### src/rtl/pool_pkg.sv
// Shared types and helpers for the multi-channel 2x2 pooling block.
//   state_e     : frame-level FSM states (IDLE waits for start, RUN consumes pixels)
//   pool_mode_e : pooling operator selected at frame start
//   pool_max2   : signed maximum of two samples, evaluated at a fixed wide
//                 width so any lane width can use it after sign extension
package pool_pkg;

  typedef enum logic {
    IDLE = 1'b0,
    RUN  = 1'b1
  } state_e;

  typedef enum logic {
    POOL_MAX = 1'b0,
    POOL_AVG = 1'b1
  } pool_mode_e;

  // Callers sign-extend into this width and slice the result back down.
  localparam int MAX_W = 64;

  function automatic logic signed [MAX_W-1:0] pool_max2(
    input logic signed [MAX_W-1:0] a,
    input logic signed [MAX_W-1:0] b
  );
    return (a > b) ? a : b;
  endfunction

endpackage

### src/rtl/pool_lane.sv
// One channel of the 2x2 / stride-2 pooling datapath.
// Holds the even-column pixel, the per-column pair buffer filled on even rows,
// and the final combine (max or floor-average) on odd rows.
// Optional feature macro: POOL_RELU_EN clamps negative pooled values to zero.
// Ports:
//   clk, rst    : clock, asynchronous active-high reset
//   i_beat      : a pixel is accepted this cycle
//   i_x_odd     : accepted pixel is in an odd column
//   i_row_odd   : accepted pixel is in an odd row
//   i_mode      : pooling operator latched for the frame
//   i_idx       : pair-buffer column index (x/2)
//   i_pixel     : this lane's signed sample
//   o_result    : registered pooled sample, holds between results
module pool_lane
  import pool_pkg::*;
#(
  parameter int DATA_W    = 22,
  parameter int IMG_WIDTH = 32,
  parameter int IDX_W     = 4
) (
  input  logic                     clk,
  input  logic                     rst,
  input  logic                     i_beat,
  input  logic                     i_x_odd,
  input  logic                     i_row_odd,
  input  pool_mode_e               i_mode,
  input  logic [IDX_W-1:0]         i_idx,
  input  logic signed [DATA_W-1:0] i_pixel,
  output logic signed [DATA_W-1:0] o_result
);

  localparam int PAIRS = IMG_WIDTH / 2;

  logic signed [DATA_W-1:0] r_pixel_d1;
  logic signed [DATA_W-1:0] r_result;
  logic signed [DATA_W:0]   r_pair_buf [PAIRS];

  logic signed [MAX_W-1:0]  w_max_pair;
  logic signed [MAX_W-1:0]  w_max4;
  logic signed [DATA_W:0]   w_pair_new;
  logic signed [DATA_W+1:0] w_sum4;
  logic signed [DATA_W+1:0] w_avg;
  logic signed [DATA_W-1:0] w_pool;
  logic signed [DATA_W-1:0] w_out;
  logic                     w_unused_bits;

  // Horizontal pair result (stored on even rows) and the full 2x2 result
  // (produced on odd rows). In avg mode the buffer keeps the raw pair sum so
  // the final shift sees the exact 4-sample total and floors correctly.
  always_comb begin
    w_max_pair = pool_max2(MAX_W'(r_pixel_d1), MAX_W'(i_pixel));
    w_max4     = pool_max2(MAX_W'(r_pair_buf[i_idx]), w_max_pair);
    w_sum4     = (DATA_W+2)'(r_pair_buf[i_idx]) + (DATA_W+2)'(r_pixel_d1)
               + (DATA_W+2)'(i_pixel);
    w_avg      = w_sum4 >>> 2;
    if (i_mode == POOL_AVG) begin
      w_pair_new = (DATA_W+1)'(r_pixel_d1) + (DATA_W+1)'(i_pixel);
      w_pool     = w_avg[DATA_W-1:0];
    end else begin
      w_pair_new = w_max_pair[DATA_W:0];
      w_pool     = w_max4[DATA_W-1:0];
    end
`ifdef POOL_RELU_EN
    w_out = w_pool[DATA_W-1] ? '0 : w_pool;
`else
    w_out = w_pool;
`endif
  end

  // Upper bits of the wide max and of the shifted sum are only sign copies.
  assign w_unused_bits = ^{w_max_pair[MAX_W-1:DATA_W+1], w_max4[MAX_W-1:DATA_W],
                           w_avg[DATA_W+1:DATA_W]};

  // Even columns capture the left pixel of the pair; odd rows at odd columns
  // register the pooled value, which then holds until the next result.
  always_ff @(posedge clk or posedge rst) begin
    if (rst) begin
      r_pixel_d1 <= '0;
      r_result   <= '0;
    end else if (i_beat) begin
      if (!i_x_odd) begin
        r_pixel_d1 <= i_pixel;
      end else if (i_row_odd) begin
        r_result <= w_out;
      end
    end
  end

  // Pair buffer contents are don't-care after reset, so it carries no reset.
  always_ff @(posedge clk) begin
    if (i_beat && i_x_odd && !i_row_odd) begin
      r_pair_buf[i_idx] <= w_pair_new;
    end
  end

  assign o_result = r_result;

endmodule

### src/rtl/pool2d_multi_ch.sv
// Streaming 2x2 / stride-2 pooling over a raster frame with CHANNELS lanes in
// parallel; max or floor-average selected per frame.
// Optional feature macro: POOL_RELU_EN (post-pool ReLU inside each lane).
// Ports:
//   clk, rst      : clock, asynchronous active-high reset
//   start_signal  : frame start request, honoured only in IDLE
//   mode_avg      : 0 = max, 1 = average, latched on accepted start
//   pixel_valid   : pixel_in carries a sample this cycle
//   pixel_in      : CHANNELS packed signed samples, raster order
//   result_out    : CHANNELS packed pooled samples
//   result_valid  : one-cycle pulse per pooled output
//   busy          : high while a frame is running
//   done_signal   : one-cycle pulse alongside the final result of a frame
module pool2d_multi_ch
  import pool_pkg::*;
#(
  parameter int DATA_W     = 22,
  parameter int CHANNELS   = 1,
  parameter int IMG_WIDTH  = 32,
  parameter int IMG_HEIGHT = 32
) (
  input  logic                         clk,
  input  logic                         rst,
  input  logic                         start_signal,
  input  logic                         mode_avg,
  input  logic                         pixel_valid,
  input  logic [CHANNELS*DATA_W-1:0]   pixel_in,
  output logic [CHANNELS*DATA_W-1:0]   result_out,
  output logic                         result_valid,
  output logic                         busy,
  output logic                         done_signal
);

  localparam int XW    = $clog2(IMG_WIDTH);
  localparam int YW    = $clog2(IMG_HEIGHT);
  localparam int PAIRS = IMG_WIDTH / 2;
  localparam int IDX_W = (PAIRS > 1) ? $clog2(PAIRS) : 1;

  if ((IMG_WIDTH % 2) != 0 || IMG_WIDTH < 2) begin : g_bad_width
    $fatal(1, "pool2d_multi_ch: IMG_WIDTH must be even and >= 2");
  end
  if ((IMG_HEIGHT % 2) != 0 || IMG_HEIGHT < 2) begin : g_bad_height
    $fatal(1, "pool2d_multi_ch: IMG_HEIGHT must be even and >= 2");
  end

  state_e            r_state;
  state_e            w_state_next;
  pool_mode_e        r_mode;
  logic [XW-1:0]     r_cnt_x;
  logic [YW-1:0]     r_cnt_y;
  logic              r_result_valid;
  logic              r_done;

  logic              w_start_ok;
  logic              w_beat;
  logic              w_last_x;
  logic              w_last_y;
  logic              w_frame_end;
  logic [IDX_W-1:0]  w_idx;

  // The cycle carrying done is already IDLE, but a start there must not begin
  // a new frame, hence the r_done qualifier.
  assign w_start_ok  = (r_state == IDLE) && start_signal && !r_done;
  assign w_beat      = (r_state == RUN) && pixel_valid;
  assign w_last_x    = (r_cnt_x == XW'(IMG_WIDTH - 1));
  assign w_last_y    = (r_cnt_y == YW'(IMG_HEIGHT - 1));
  assign w_frame_end = w_beat && w_last_x && w_last_y;
  assign w_idx       = IDX_W'(r_cnt_x >> 1);

  // Frame FSM state register.
  always_ff @(posedge clk or posedge rst) begin
    if (rst) begin
      r_state <= IDLE;
    end else begin
      r_state <= w_state_next;
    end
  end

  // Next-state: leave RUN on the edge that accepts the last pixel so the FSM
  // is back in IDLE during the cycle that shows the final result.
  always_comb begin
    w_state_next = r_state;
    case (r_state)
      IDLE: if (w_start_ok)  w_state_next = RUN;
      RUN:  if (w_frame_end) w_state_next = IDLE;
      default: w_state_next = IDLE;
    endcase
  end

  // Raster counters, operator latch and registered output strobes.
  always_ff @(posedge clk or posedge rst) begin
    if (rst) begin
      r_cnt_x        <= '0;
      r_cnt_y        <= '0;
      r_mode         <= POOL_MAX;
      r_result_valid <= 1'b0;
      r_done         <= 1'b0;
    end else begin
      r_result_valid <= w_beat && r_cnt_x[0] && r_cnt_y[0];
      r_done         <= w_frame_end;
      if (w_start_ok) begin
        r_cnt_x <= '0;
        r_cnt_y <= '0;
        r_mode  <= mode_avg ? POOL_AVG : POOL_MAX;
      end else if (w_beat) begin
        if (w_last_x) begin
          r_cnt_x <= '0;
          r_cnt_y <= w_last_y ? '0 : r_cnt_y + YW'(1);
        end else begin
          r_cnt_x <= r_cnt_x + XW'(1);
        end
      end
    end
  end

  for (genvar c = 0; c < CHANNELS; c++) begin : g_lane
    pool_lane #(
      .DATA_W    (DATA_W),
      .IMG_WIDTH (IMG_WIDTH),
      .IDX_W     (IDX_W)
    ) u_lane (
      .clk       (clk),
      .rst       (rst),
      .i_beat    (w_beat),
      .i_x_odd   (r_cnt_x[0]),
      .i_row_odd (r_cnt_y[0]),
      .i_mode    (r_mode),
      .i_idx     (w_idx),
      .i_pixel   (pixel_in[c*DATA_W +: DATA_W]),
      .o_result  (result_out[c*DATA_W +: DATA_W])
    );
  end

  assign result_valid = r_result_valid;
  assign busy         = (r_state == RUN);
  assign done_signal  = r_done;

endmodule

### config.mk
export PLATFORM = sky130hd
export DESIGN_NAME = pool2d_multi_ch
export DESIGN_NICKNAME = d
export VERILOG_FILES = /design/src/rtl/pool_pkg.sv /design/src/rtl/pool_lane.sv /design/src/rtl/pool2d_multi_ch.sv
export SDC_FILE = /design/constraint.sdc
export NUM_CORES = 1
export LEC_CHECK = 0
export CAP_MARGIN = 0
export CELL_PAD_IN_SITES_DETAIL_PLACEMENT = 1
export CELL_PAD_IN_SITES_GLOBAL_PLACEMENT = 2
export CORE_MARGIN = 2
export CORE_UTILIZATION = 48
export CTS_BUF_LIST = sky130_fd_sc_hd__clkbuf_4
export DETAILED_ROUTE_END_ITERATION = 10
export GPL_TIMING_DRIVEN = 1
export PLACE_DENSITY_LB_ADDON = 0.1
export SETUP_SLACK_MARGIN = 0.1
export SYNTH_ARGS = -nofsm -noshare
export SYNTH_HDL_FRONTEND = slang
export SYNTH_HIERARCHICAL = 1
export SYNTH_SLANG_ARGS = --single-unit
### constraint.sdc
create_clock -name clk -period 7.1 [get_ports clk]
set_clock_uncertainty 0.15 [all_clocks]
set_input_delay 1.775 -clock clk [delete_from_list [all_inputs] [get_ports clk]]
set_output_delay 1.775 -clock clk [all_outputs]
set_load 0.01 [all_outputs]
* Word level (Yosys, flattened, before mapping)
Memories as Yosys holds them, arrays and structs flattened.
Index checks and enable logic that the tools add are counted.
** Cells by class
- Add/sub/neg operators :: 5
- $lt $le $gt $ge :: 2
- Equal/unequal tests :: 2
- Muxes and demuxes :: 17
- Bitwise operators :: 2
- Reductions and logical operators :: 15
** Operators by type and width (number)
- $gt A23 B64 Y1 :: 1
- $mux W64 :: 1
- $mux W22 :: 2
- $mux W5 :: 7
- $add A23 B22 Y24 :: 1
- $add A24 B22 Y24 :: 1
- $add A22 B22 Y23 :: 1
- $mux W23 :: 1
- $gt A22 B22 Y1 :: 1
- $add A5 B1 Y5 const B :: 2
- $eq A5 B5 Y1 const B :: 2
- $logic_and A1 B1 Y1 :: 8
- $mux W1 :: 5
- $reduce_and A2 Y1 :: 2
- $reduce_bool A2 Y1 :: 2
- $reduce_and A3 Y1 :: 1
- $logic_not A1 Y1 :: 2
- $not A1 Y1 :: 2
- $pmux W1 S2 :: 1
** Storage, ports and cells
- Bits in registers :: 58
- Bits in writable memories :: 368
- Input port bits :: 27
- Output and inout bits :: 25
- Word-level logic and storage cells :: 52
- Memories kept :: 1
** Memories
- g_lane[0].u_lane.r_pair_buf :: words 16, bits a word 23, rd ports 1, clocked after memory_dff 0, wr ports 1, RTL line pool_lane.sv:36 : logic signed [DATA_W:0] r_pair_buf [PAIRS];

* Longest topological paths before layout
Gate-level depths: netlist (run 1).
- Depth after elaboration :: 5
- Mapped depth :: 24
- Mapped depth without buffers :: 19

* Hierarchy
The synthesis (run 1) kept the hierarchy.
** Modules (own cells, without submodules)
- pool_lane :: instances 1, cells each 1284, area each 19962.9 um^2, sequential area each 12151.7 um^2
- pool2d_multi_ch :: instances 1, cells each 67, area each 680.7 um^2, sequential area each 350.3 um^2

* Least setup slack after synthesis (run 1)
No wires, ideal clock.
- Path type :: input -> register
- From :: in pixel_in[12]
- To :: reg g_lane[0].u_lane.r_result[15]
- Setup time :: 128 ps
- Arrival :: 5571 ps
- Required time :: 6822 ps
- Path slack :: 1251 ps
- Stages on the path :: 22
- Buffers on the path :: 5
- Cell sequence :: inv_1 ha_1 clkbuf_1 nand4_1 nor4_1 o32ai_1 o211ai_1 o21a_1 buf_2 buf_6 mux2i_1 ha_1 a211oi_1 o21bai_1 a21oi_1 o211ai_1 or2_2 and4b_1 clkbuf_1 clkbuf_1 a211oi_1 nor3_1
** On the way
- Longest elaborated chain between the ends :: 5
- Elaborated cells on any way between the ends :: 6
- Classes of those cells :: add/sub: 1; order compare: 2; mux: 3
** RTL lines
- start: declaration :: RTL line pool2d_multi_ch.sv:27 : input logic [CHANNELS*DATA_W-1:0] pixel_in,
- $gt A22 B22 Y1 :: RTL line pool_pkg.sv:25 : return (a > b) ? a : b;
- $mux W64 :: RTL line pool_pkg.sv:25
- $gt A23 B64 Y1 :: RTL line pool_pkg.sv:25
- $mux W22 :: RTL line pool_pkg.sv:25
- $mux W22 (*) :: RTL line pool_lane.sv:56 : if (i_mode == POOL_AVG) begin
- end signal: assignment :: RTL line pool_lane.sv:84 : r_result <= w_out;
- end: declaration :: RTL line pool_lane.sv:35 : logic signed [DATA_W-1:0] r_result;
Mark *: on every way between the ends. The rest lies on a longest branch, timed or not.
A chain may end at the register's enable or synchronous reset.

* Worst setup path in the final report (run 1)
- From :: in pixel_in[16]
- To :: reg g_lane[0].u_lane.r_result[0]
** On the way
- Longest elaborated chain between the ends :: 5
** RTL lines (RTL line)
- $gt A22 B22 Y1 :: pool_pkg.sv:25
- $mux W64 (*) :: pool_pkg.sv:25
- $gt A23 B64 Y1 :: pool_pkg.sv:25
- $mux W22 (*) :: pool_pkg.sv:25
- $mux W22 (*) :: pool_lane.sv:56
Marked as above.

==> summary.md, run 1 <==
| Metric | Value |
|---|---|
| Run status | finished, final reports clean |
| Slew margin rel. | 12.1% |
| Synth Instances | 1,351 |
| Worst-Margin Slew | 1.32 ns |
| # IOs | 52 |
| Crit-path max FO | 22 |
| Post-DP HPWL | 38.7 mm |
| Post-synth EDFFs | 368 |
| Num rows | 75 |
| # fillers | 4,039 |
| Netlist cell types | 69 |
| Leak pwr | 0.00873 µW |
| GRT Overall Usage | 25.9% |
| Post_cts resized | 0 |
| Number of post-CTS setup repair buffers | 0 |
| Netlist Area Pre-Place | 20,600 µm² |
| Critical Path Most Common Cell | a21oi_1 |
| Async S/R FF share, synth | 13.6% |
| Gp weighted congestion | 0.891 |
| Remaining global-route overflow | 0 |
| DIE HEIGHT | 211 µm |
| Initial antenna violation count | 2 |
| Global-route wire length before repair | 84.8 mm |
| Slowest stage cell, crit path | clkdlybuf4s50_1 |
| # port buffers | 51 |
| Mean routed wirelength per cell | 25.6 µm |
| Register area | 12,500 µm² |
| Fin nets | 1,692 |
| Layout cells sized above 1 | 26.0% |
| FF+latch count, synth | 426 |
| Die ar. | 44,700 µm² |
| Clock transition at path regs | 0.05 ns |
| Final wirelength | 55.8 mm |
| Crit path to | g_lane[0].u_lane/o_result[0] |
| FF-to-FF setup slack | 1.40 ns |
| RSZ-0062 raised after global routing | no |
| Max-slew violation count | 0 |
| FMAX | 161 MHz |
| Hold Buf Count CTS | 0 |
| CTS H-tree depth | 3 |
| Core area | 42,200 µm² |
| Min Clock Period, post-route | 6.21 ns |
| Vias in the first global route | 13,800 |
| Tcrit/Tclk final | 87.4% |
| Routed vias/inst | 5.90 |
| Largest net degree at the start of global routing | 54 |
| Top cells by area, synth | edfxtp_1 54%, mux4_2 12%, dfrtp_1 7.0% |
| Seq/Total Area, Yosys | 60.6% |
| CTS Sinks | 426 |
| TNS Setup | 0 ns |
| Synth warnings | 6 |
| Worst Path Arrival | 6.74 ns |
| Post-synthesis net count | 1,494 |
| Largest area contributor in the netlist | edfxtp_1 |
| DRT antenna net count | 0 |
| Clock tree buffer depth | 3 |
| Residual DRC count | 0 |
| Root buffer cell | clkbuf_4 |
| Final Hold Fails | 0 |
| Finished Layout Cells | 2,175 |
| Initial core utilization | 48.9% |
| Worst setup SP type | primary input |
| Hold Crit Class | register to register |
| Pwr/cell area | 542 nW/µm² |
| Vias | 12,800 |
| Reg2reg end | g_lane[0].u_lane/o_result[21] |
| Clk Latency, worst-skew pair | 0.84 ns |
| Worst path cell trace | clkdlybuf4s50_1, inv_1, ha_1, buf_4, a21oi_1, a21oi_1, o31ai_1, o211ai_1, o21a_1, buf_12, mux2i_1, ha_1, a21o_1, a211oi_1, a21oi_1, nand3b_1, a211oi_1, and4b_1, buf_4, mux2i_1, a221o_1 |
| R2R Path Start | r_cnt_x[1] |
| Max IR drop VDD | 0.292 mV |
| Post-synth top flop | edfxtp_1 |
| Synth Area per Inst | 15.3 µm² |
| Cts bufs inserted | 109 |
| Path depth of the worst reg2reg path | 14 |
| Setup violators final | 0 |
| DP Cell Count | 1,976 |
| Max capacitance violation total | 0 |
| Worst path required time | 7.63 ns |
| Multi-input gate area | 7750 µm² |
| Top-area cell type share of the netlist area | 53.5% |
| DR iter-0 viols | 968 |
| DR pass1 iterations | 5 |
| Synthesis-to-finish area growth | 15.3% |
| Crit Path Class | primary input to register |
| Die width | 211 µm |
| CTS tree | yes |
| Critical Path Source | pixel_in[16] |
| CP Capture Type | register |
| Crit-path max cell delay | 0.54 ns |
-- area by class of cell --
type / count / share of cell area [%]
Timing Repair Buffer: 142 / 5.17
Clock inverter: 25 / 0.615
Sequential cell: 426 / 52.6
Tap cell: 539 / 2.83
Multi-Input combinational cell: 811 / 32.5
Inverter: 59 / 0.930
Antenna cell: 5 / 0.0526
Clock buffer: 168 / 5.30
-- cell usage in the layout (no fill, tap or decap), drive strengths merged, types with 58 or more instances in the layout --
cell type  instances
a21oi             79
buf               90
clkbuf           169
dfrtp             58
edfxtp           368
ha                92
inv               61
mux4             114
nand2             63
nor2              84
o21ai             64
-- synthesized netlist by cell type (all sizes together) (19+ instances only) --
cell,count
a21oi,79
buf,22
clkbuf,33
dfrtp,58
edfxtp,368
fa,24
ha,92
inv,59
mux2i,31
mux4,114
nand2,63
nor2,84
nor3,19
o21ai,64
xnor2,19
-- registers in the layout, summed over array words and instances, names as in the netlist --
signal / cells
g_lane.u_lane/r_pixel_d1: 22
result_valid: 1
r_mode: 1
g_lane.u_lane/r_pair_buf: 368
busy: 1
r_cnt_y: 5
done_signal: 1
g_lane.u_lane/o_result: 22
r_cnt_x: 5
-- metal layers --
layer / routed length, µm / track usage, % / vias up
li1: - / - / 5749
met1: 24700 / 36.0 / 6605
met2: 26600 / 41.3 / 372
met3: 2990 / 5.50 / 104
met4: 1490 / 8.31 / 0
met5: 0 / 0 / -
-- worst max-delay path, delay by kind of cell --
family | cells | cell delay [ns]
AOI/OAI and AO/OA | 10 | 2.20
buffers and inverters | 5 | 1.19
adders and majority gates | 2 | 0.63
and+or+nand+nor | 2 | 0.46
muxes | 2 | 0.46
-- per-stage QoR --
step / hold slack [ns] / cell area [µm²] / total power (µW) / worst slack [ns] / utilization [%]
3_3_place_gp: 0.321 / 22400 / 10600 / 0.117 / 53.0
2_1_floorplan: 0.357 / 20600 / 8490 / 1.25 / -
4_1_cts: 0.340 / 23800 / 13000 / 0.939 / 56.3
5_1_grt: 0.362 / 23800 / 13900 / 0.643 / 56.4
6_report: 0.331 / 23800 / 12900 / 0.894 / 56.4
3_5_place_dp: 0.322 / 22400 / 10800 / 0.0882 / 53.0
-- worst min-delay path by stage --
stage / start / to / slack (ns) / cells past startpoint
finish: g_lane[0].u_lane/o_result[7] / g_lane[0].u_lane/o_result[7] / 0.33 / 2
detailed placement: g_lane[0].u_lane/o_result[9] / g_lane[0].u_lane/o_result[9] / 0.32 / 2
global route: g_lane[0].u_lane/o_result[7] / g_lane[0].u_lane/o_result[7] / 0.36 / 2
CTS: g_lane[0].u_lane/o_result[9] / g_lane[0].u_lane/o_result[9] / 0.34 / 2
floorplan: r_cnt_y[4] / r_cnt_y[4] / 0.36 / 2
global placement: g_lane[0].u_lane/o_result[9] / g_lane[0].u_lane/o_result[9] / 0.32 / 2
-- kinds of logic after synthesis --
| family | Yosys count | synth area share [%] |
|---|---|---|
| AO/OA/AOI/OAI | 248 | 7.46 |
| XOR/XNOR | 33 | 1.40 |
| adder cells (fa/ha/maj) | 116 | 7.90 |
| buffers and inverters | 114 | 2.22 |
| flip-flops | 426 | 60.6 |
| multiplexers | 152 | 14.3 |
| AND/OR/NAND/NOR | 262 | 6.13 |
-- report_power, final --
part	internal, µW	switching, µW	total [µW]	leakage (µW)
Combinational	2930	4070	7000	0.00382
Sequential	3470	328	3790	0.00407
Clock	1110	995	2100	0.000840
Note: power is estimated with default switching activity, not from simulation.
==> run 2: changes to the inputs <==
--- a/config.mk
+++ b/config.mk
@@ -15,6 +15,7 @@
 export GPL_TIMING_DRIVEN = 1
 export PLACE_DENSITY_LB_ADDON = 0.1
 export SETUP_SLACK_MARGIN = 0.1
+export SLEW_MARGIN = 20
 export SYNTH_ARGS = -nofsm -noshare
 export SYNTH_HDL_FRONTEND = slang
 export SYNTH_HIERARCHICAL = 1
==> summary.md, run 2 (synthesized netlist as in run 1, its figures left out) <==
| Metric | Value |
|---|---|
| Initial antenna violation count | 2 (unchanged) |
| Final Hold Fails | 0 (unchanged) |
| FF-to-FF setup slack | 1.36 ns (-0.04 ns) |
| Layout cells sized above 1 | 25.8% (-0.22 points) |
| M1 GR Usage | 35.7% (-0.33 points) |
| Vias | 12,800 (+0.062%) |
| Most crowded layer after global routing | met2 |
| Pwr/cell area | 541 nW/µm² (-0.15%) |
| Post_cts resized | 0 (unchanged) |
| # fillers | 4,087 (+1.2%) |
| Worst Path Arrival | 6.80 ns (+0.06 ns) |
| Slew margin rel. | 31.9% (+20 points) |
| Clk pwr share | 15.6% (-0.7 points) |
| Run status | finished, final reports clean |
| Clk Latency, worst-skew pair | 0.85 ns (about the same) |
| Critical Path Source | pixel_in[16] |
| Commonest non-fill, non-tap cell in the layout | edfxtp_1 |
| DR iter-0 viols | 926 (-4.3%) |
| R2R Path Start | r_cnt_x[1] |
| Residual DRC count | 0 (unchanged) |
| DRT antenna net count | 0 (unchanged) |
| Routed vias/inst | 5.89 (-0.12%) |
| Max reg flops | 368 (unchanged) |
| Crit Path Class | primary input to register |
| Worst-Margin Slew | 1.02 ns (-0.299 ns) |
| Fin nets | 1,694 (+0.12%) |
| RSZ-0062 raised after global routing | no |
| TNS Setup | 0 ns (unchanged) |
| Cts bufs inserted | 109 (unchanged) |
| Crit-path max FO | 22 (unchanged) |
| Remaining global-route overflow | 0 (unchanged) |
| DP Cell Count | 1,976 (unchanged) |
| GRT Overall Usage | 26.3% (+0.32 points) |
| CTS H-tree depth | 3 (unchanged) |
| Path depth of the worst reg2reg path | 14 (unchanged) |
| CTS tree | yes |
| Global-route wire length before repair | 85.5 mm (+0.85%) |
| Worst Hold Slack | 0.332 ns (+0.000790 ns) |
| Max-slew violation count | 0 (unchanged) |
| GR Layer Usage met2 | 42.1% (+0.76 points) |
| CP Capture Type | register |
| Root buffer cell | clkbuf_4 |
| Internal power | 7420 µW (-1.1%) |
| Sequential share of power | 29.4% (about the same) |
| Final core utilization | 56.3% (about the same) |
| Tcrit/Tclk final | 88.2% (+0.77 points) |
| Die width | 211 µm (unchanged) |
| Top reg by flops | g_lane.u_lane/r_pair_buf |
| Critical Path Most Common Cell | a21oi_1 |
| Synthesis-to-finish area growth | 15.3% (about the same) |
| Clock transition at path regs | 0.05 ns (about the same) |
| FMAX | 160 MHz (-0.88%) |
| Largest net degree at the start of global routing | 54 (unchanged) |
| Hold Buf Count CTS | 0 (unchanged) |
| Reg2reg end | g_lane[0].u_lane/o_result[21] |
| CTS Sinks | 426 (unchanged) |
| DIE HEIGHT | 211 µm (unchanged) |
| # IOs | 52 (unchanged) |
| Setup violators final | 0 (unchanged) |
| Worst path cell trace | clkdlybuf4s50_1, inv_1, ha_1, buf_4, a21oi_1, a21oi_1, o31ai_1, o211ai_1, o21a_1, buf_12, mux2i_1, ha_1, a21o_1, a211oi_1, a21oi_1, nand3b_1, a211oi_1, and4b_1, buf_4, mux2i_1, a221o_1 |
| Leak pwr | 0.00870 µW (-0.39%) |
| Max capacitance violation total | 0 (unchanged) |
| DR pass1 iterations | 5 (unchanged) |
| Finished Layout Cells | 2,179 (+0.18%) |
| Num rows | 75 (unchanged) |
| Switching Fraction | 42.3% (+0.52 points) |
| # port buffers | 51 (unchanged) |
| P_sw | 5450 µW (+1.0%) |
| Core area | 42,200 µm² (unchanged) |
| Comb power frac | 54.9% (+0.6 points) |
| Worst setup SP type | primary input |
| Crit-path max cell delay | 0.56 ns (+0.02 ns) |
| Hold Crit Class | register to register |
| Crit path to | g_lane[0].u_lane/o_result[0] |
| Gp weighted congestion | 0.891 (unchanged) |
| Max IR drop VDD | 0.230 mV (-21%) |
| Worst path required time | 7.64 ns (about the same) |
| Clock tree buffer depth | 3 (unchanged) |
| Die ar. | 44,700 µm² (unchanged) |
| Min Clock Period, post-route | 6.26 ns (+0.0550 ns) |
| Final wirelength | 56.1 mm (+0.58%) |
| Mean routed wirelength per cell | 25.7 µm (+0.40%) |
| Commonest cells after routing, fill and taps aside | 368 x edfxtp_1, 153 x clkbuf_4, 114 x mux4_2 |
| Slowest stage cell, crit path | o31ai_1 |
| Number of post-CTS setup repair buffers | 0 (unchanged) |
| Initial core utilization | 48.9% (unchanged) |
| Post-DP HPWL | 38.6 mm (about the same) |
| Met3 GRT Util | 5.86% (+0.36 points) |
| Vias in the first global route | 13,900 (+0.49%) |
## run 2: changes by cell type in the layout (fill, tap and decap cells not counted), moves of 7 or more
cell | previous run | this run
a21oi_1 | 79 | 72
a21oi_2 | 0 | 7
clkinv_1 | 18 | 36
clkbuf_4 | 169 | 153
## run 2: area by class of cell
type	instances	area (µm²)	area share, %
clock buffers	153	1150	4.83
flip-flops and latches	426	12500	52.6
repair buffers	144	1250	5.27
multi-input cells	811	7790	32.7
clock inverters	44	188	0.789
well taps	539	674	2.83
diodes	3	7.51	0.0316
inverters	59	221	0.931
## run 2: how the worst min path moves through the flow
stage                                      start                           end  slack, ns  depth (start not counted)
floorplan                             r_cnt_y[4]                    r_cnt_y[4]       0.36                          2
global placement    g_lane[0].u_lane/o_result[9]  g_lane[0].u_lane/o_result[9]       0.32                          2
detailed placement  g_lane[0].u_lane/o_result[9]  g_lane[0].u_lane/o_result[9]       0.32                          2
CTS                 g_lane[0].u_lane/o_result[9]  g_lane[0].u_lane/o_result[9]       0.34                          2
global route        g_lane[0].u_lane/o_result[7]  g_lane[0].u_lane/o_result[7]       0.36                          2
finish              g_lane[0].u_lane/o_result[7]  g_lane[0].u_lane/o_result[7]       0.33                          2
## run 2: metal layers
| layer | vias up | routed length, µm | share of wire (%) |
|---|---|---|---|
| li1 | 5750 | - | - |
| met4 | 0 | 1490 | 2.7 |
| met5 | - | 0 | 0 |
| met3 | 98 | 3310 | 5.9 |
| met2 | 384 | 26800 | 48 |
| met1 | 6606 | 24400 | 44 |
## run 2: per-stage QoR
stage / power, µW / area (µm²) / setup WS [ns]
floorplan: 8490 / 20600 / 1.25
global placement: 10600 / 22400 / 0.117
detailed placement: 10800 / 22400 / 0.114
CTS: 12900 / 23700 / 1.02
global route: 13800 / 23800 / 0.667
finish: 12900 / 23800 / 0.839
## run 2: power groups by stage
stage	logic (µW)	clock network (µW)	registers [µW]
global route	7800	2200	3830
CTS	7010	2090	3800
global placement	6810	0	3840
floorplan	4810	0	3680
finish	7070	2010	3780
detailed placement	6970	0	3860
## run 2: critical path, delay by kind of cell
kind	cells	cell delay (ns)
AOI/OAI and AO/OA	10	2.25
adders and majority gates	2	0.63
and+or+nand+nor	2	0.46
buffers and inverters	5	1.20
muxes	2	0.46
==> run 3: changes to the inputs <==
--- a/config.mk
+++ b/config.mk
@@ -9,9 +9,10 @@
 export CELL_PAD_IN_SITES_DETAIL_PLACEMENT = 1
 export CELL_PAD_IN_SITES_GLOBAL_PLACEMENT = 2
 export CORE_MARGIN = 2
-export CORE_UTILIZATION = 48
+export CORE_UTILIZATION = 50
 export CTS_BUF_LIST = sky130_fd_sc_hd__clkbuf_4
 export DETAILED_ROUTE_END_ITERATION = 10
+export DONT_BUFFER_PORTS = 1
 export GPL_TIMING_DRIVEN = 1
 export PLACE_DENSITY_LB_ADDON = 0.1
 export SETUP_SLACK_MARGIN = 0.1
==> constraint.sdc (replaced) <==
create_clock -name clk -period 7.91 [get_ports clk]
set_clock_uncertainty 0.15 [all_clocks]
set_input_delay 1.9775 -clock clk [delete_from_list [all_inputs] [get_ports clk]]
set_output_delay 1.9775 -clock clk [all_outputs]
set_load 0.01 [all_outputs]
==> summary.md, run 3 (synthesized netlist as in run 1, its figures left out) <==
| Metric | Value |
|---|---|
| Run status | finished, final reports clean |
| R2R Path Start | r_cnt_x[1] |
| GRT Overall Usage | 25.6% (-0.64 points) |
| Layout cells sized above 1 | 24.2% (-1.6 points) |
| Hold Crit Class | register to register |
| Largest net degree at the start of global routing | 45 (-17%) |
| Fin nets | 1,592 (-6.0%) |
| Slowest stage cell, crit path | nor4_1 |
| Critical Path Source | pixel_in[21] |
| Setup violators final | 0 (unchanged) |
| Final Hold Fails | 0 (unchanged) |
| Worst-Margin Slew | 1.05 ns (+0.0337 ns) |
| Remaining global-route overflow | 0 (unchanged) |
| Min-delay src | r_cnt_y[4] |
| # fillers | 3,894 (-4.7%) |
| Tcrit/Tclk final | 82.1% |
| Clk Latency, worst-skew pair | 0.83 ns (-0.02 ns) |
| Cts bufs inserted | 108 (-0.92%) |
| DR pass1 iterations | 5 (unchanged) |
| DRT antenna net count | 0 (unchanged) |
| Slew margin rel. | 29.4% (-2.6 points) |
| Crit Path Class | primary input to register |
| Hold Buf Count CTS | 0 (unchanged) |
| Hold EP | r_cnt_y[4] |
| Commonest non-fill, non-tap cell in the layout | edfxtp_1 |
| CP Capture Type | register |
| Number of post-CTS setup repair buffers | 0 (unchanged) |
| Worst setup SP type | primary input |
| Routed vias/inst | 5.96 (+1.1%) |
| Mean routed wirelength per cell | 26.2 µm (+1.7%) |
| Post-DP HPWL | 37.0 mm (-4.3%) |
| Gp weighted congestion | 0.827 (-7.1%) |
| DR iter-0 viols | 815 (-12%) |
| Core area | 40,800 µm² (-3.3%) |
| Num rows | 74 (-1.3%) |
| Vias in the first global route | 13,300 (-4.3%) |
| Max-slew violation count | 0 (unchanged) |
| Global-route wire length before repair | 81.8 mm (-4.3%) |
| Post_cts resized | 0 (unchanged) |
| Commonest cells after routing, fill and taps aside | 368 x edfxtp_1, 144 x clkbuf_4, 114 x mux4_2 |
| TNS Setup | 0 ns (unchanged) |
| DIE HEIGHT | 207 µm (-2.0%) |
| Clock transition at path regs | 0.07 ns (+0.02 ns) |
| Path depth of the worst reg2reg path | 15 (+1) |
| CTS tree | yes |
| Hold path cells | 2 (unchanged) |
| CTS H-tree depth | 3 (unchanged) |
| Reg2reg end | g_lane[0].u_lane/o_result[21] |
| RSZ-0062 raised after global routing | no |
| Synthesis-to-finish area growth | 11.1% |
| Final wirelength | 54.0 mm (-3.7%) |
| Clock tree buffer depth | 3 (unchanged) |
| Root buffer cell | clkbuf_4 |
| Crit-path max cell delay | 0.46 ns (-0.10 ns) |
| Die ar. | 42,900 µm² (-3.9%) |
| Worst Path Arrival | 7.02 ns (+0.22 ns) |
| Die width | 207 µm (-2.0%) |
| # port buffers | 0 (-100%) |
| Min Clock Period, post-route | 6.49 ns |
| FMAX | 154 MHz |
| Initial antenna violation count | 2 (unchanged) |
| Max capacitance violation total | 0 (unchanged) |
| Top reg by flops | g_lane.u_lane/r_pair_buf |
| Worst Hold Slack | 0.392 ns (+0.0599 ns) |
| Max reg flops | 368 (unchanged) |
| Crit-path max FO | 25 (+14%) |
| Initial core utilization | 50.6% (+1.7 points) |
| FF-to-FF setup slack | 2.02 ns (+0.66 ns) |
| # IOs | 52 (unchanged) |
| Worst path cell trace | inv_1, ha_1, nand4_1, nor4_1, o32ai_1, o211ai_1, o21a_1, buf_4, mux2i_1, ha_1, nor2b_1, o21a_1, o21ai_0, a21oi_1, a211oi_1, and4b_1, buf_12, mux2i_1, a221o_1 |
| Worst path required time | 8.44 ns (+0.80 ns) |
| Residual DRC count | 0 (unchanged) |
| Vias | 12,300 (-4.2%) |
| CTS Sinks | 426 (unchanged) |
[run 3: cell types whose count changed in the layout (fill, tap and decap cells not counted), moves of 5 or more]
cell / change
buf_4: -47
clkinv_1: -6
clkinv_2: +12
clkdlybuf4s50_1: -51
bufinv_16: +5
clkbuf_4: -9
[run 3: worst max path at each step]
stage,to,cells after the start
final,g_lane[0].u_lane/o_result[0],19
after global routing,g_lane[0].u_lane/o_result[0],19
after floorplan,g_lane[0].u_lane/o_result[15],22
after detailed placement,g_lane[0].u_lane/o_result[0],19
after global placement,g_lane[0].u_lane/o_result[0],19
after CTS,g_lane[0].u_lane/o_result[0],19
[run 3: cell type report]
type	count	area (µm²)	share of cell area, %
Timing Repair Buffer	43	348	1.52
Antenna cell	1	2.50	0.0109
Clock buffer	144	1080	4.71
Clock inverter	49	333	1.45
Multi-Input combinational cell	811	7780	33.9
Inverter	59	221	0.965
Tap cell	532	666	2.90
Sequential cell	426	12500	54.5
[run 3: critical path, delay by kind of cell]
kind,cells,cell delay (ns)
adder cells (fa/ha/maj),2,0.75
buffers and inverters,3,0.66
multiplexers,2,0.57
AO/OA/AOI/OAI,8,1.78
AND/OR/NAND/NOR,4,1.24
[run 3: metrics by stage]
step	util (%)	cells	area [µm²]	worst slack (ns)
floorplan	-	1351	20600	1.86
global placement	52.6	1870	21500	0.660
detailed placement	52.6	1871	21500	0.591
CTS	56.1	2064	22900	1.47
global route	56.2	2065	22900	0.999
finish	56.2	2065	22900	1.42
[run 3: layer usage]
metal	track usage [%]	part of all wire, %
met5	0	0
met4	8.79	2.2
met3	4.62	5.2
met2	41.9	49
met1	34.9	43
Power of run 3 is not shown: default switching activity piles up to over one toggle a cycle in this logic, so the estimate is an artifact.
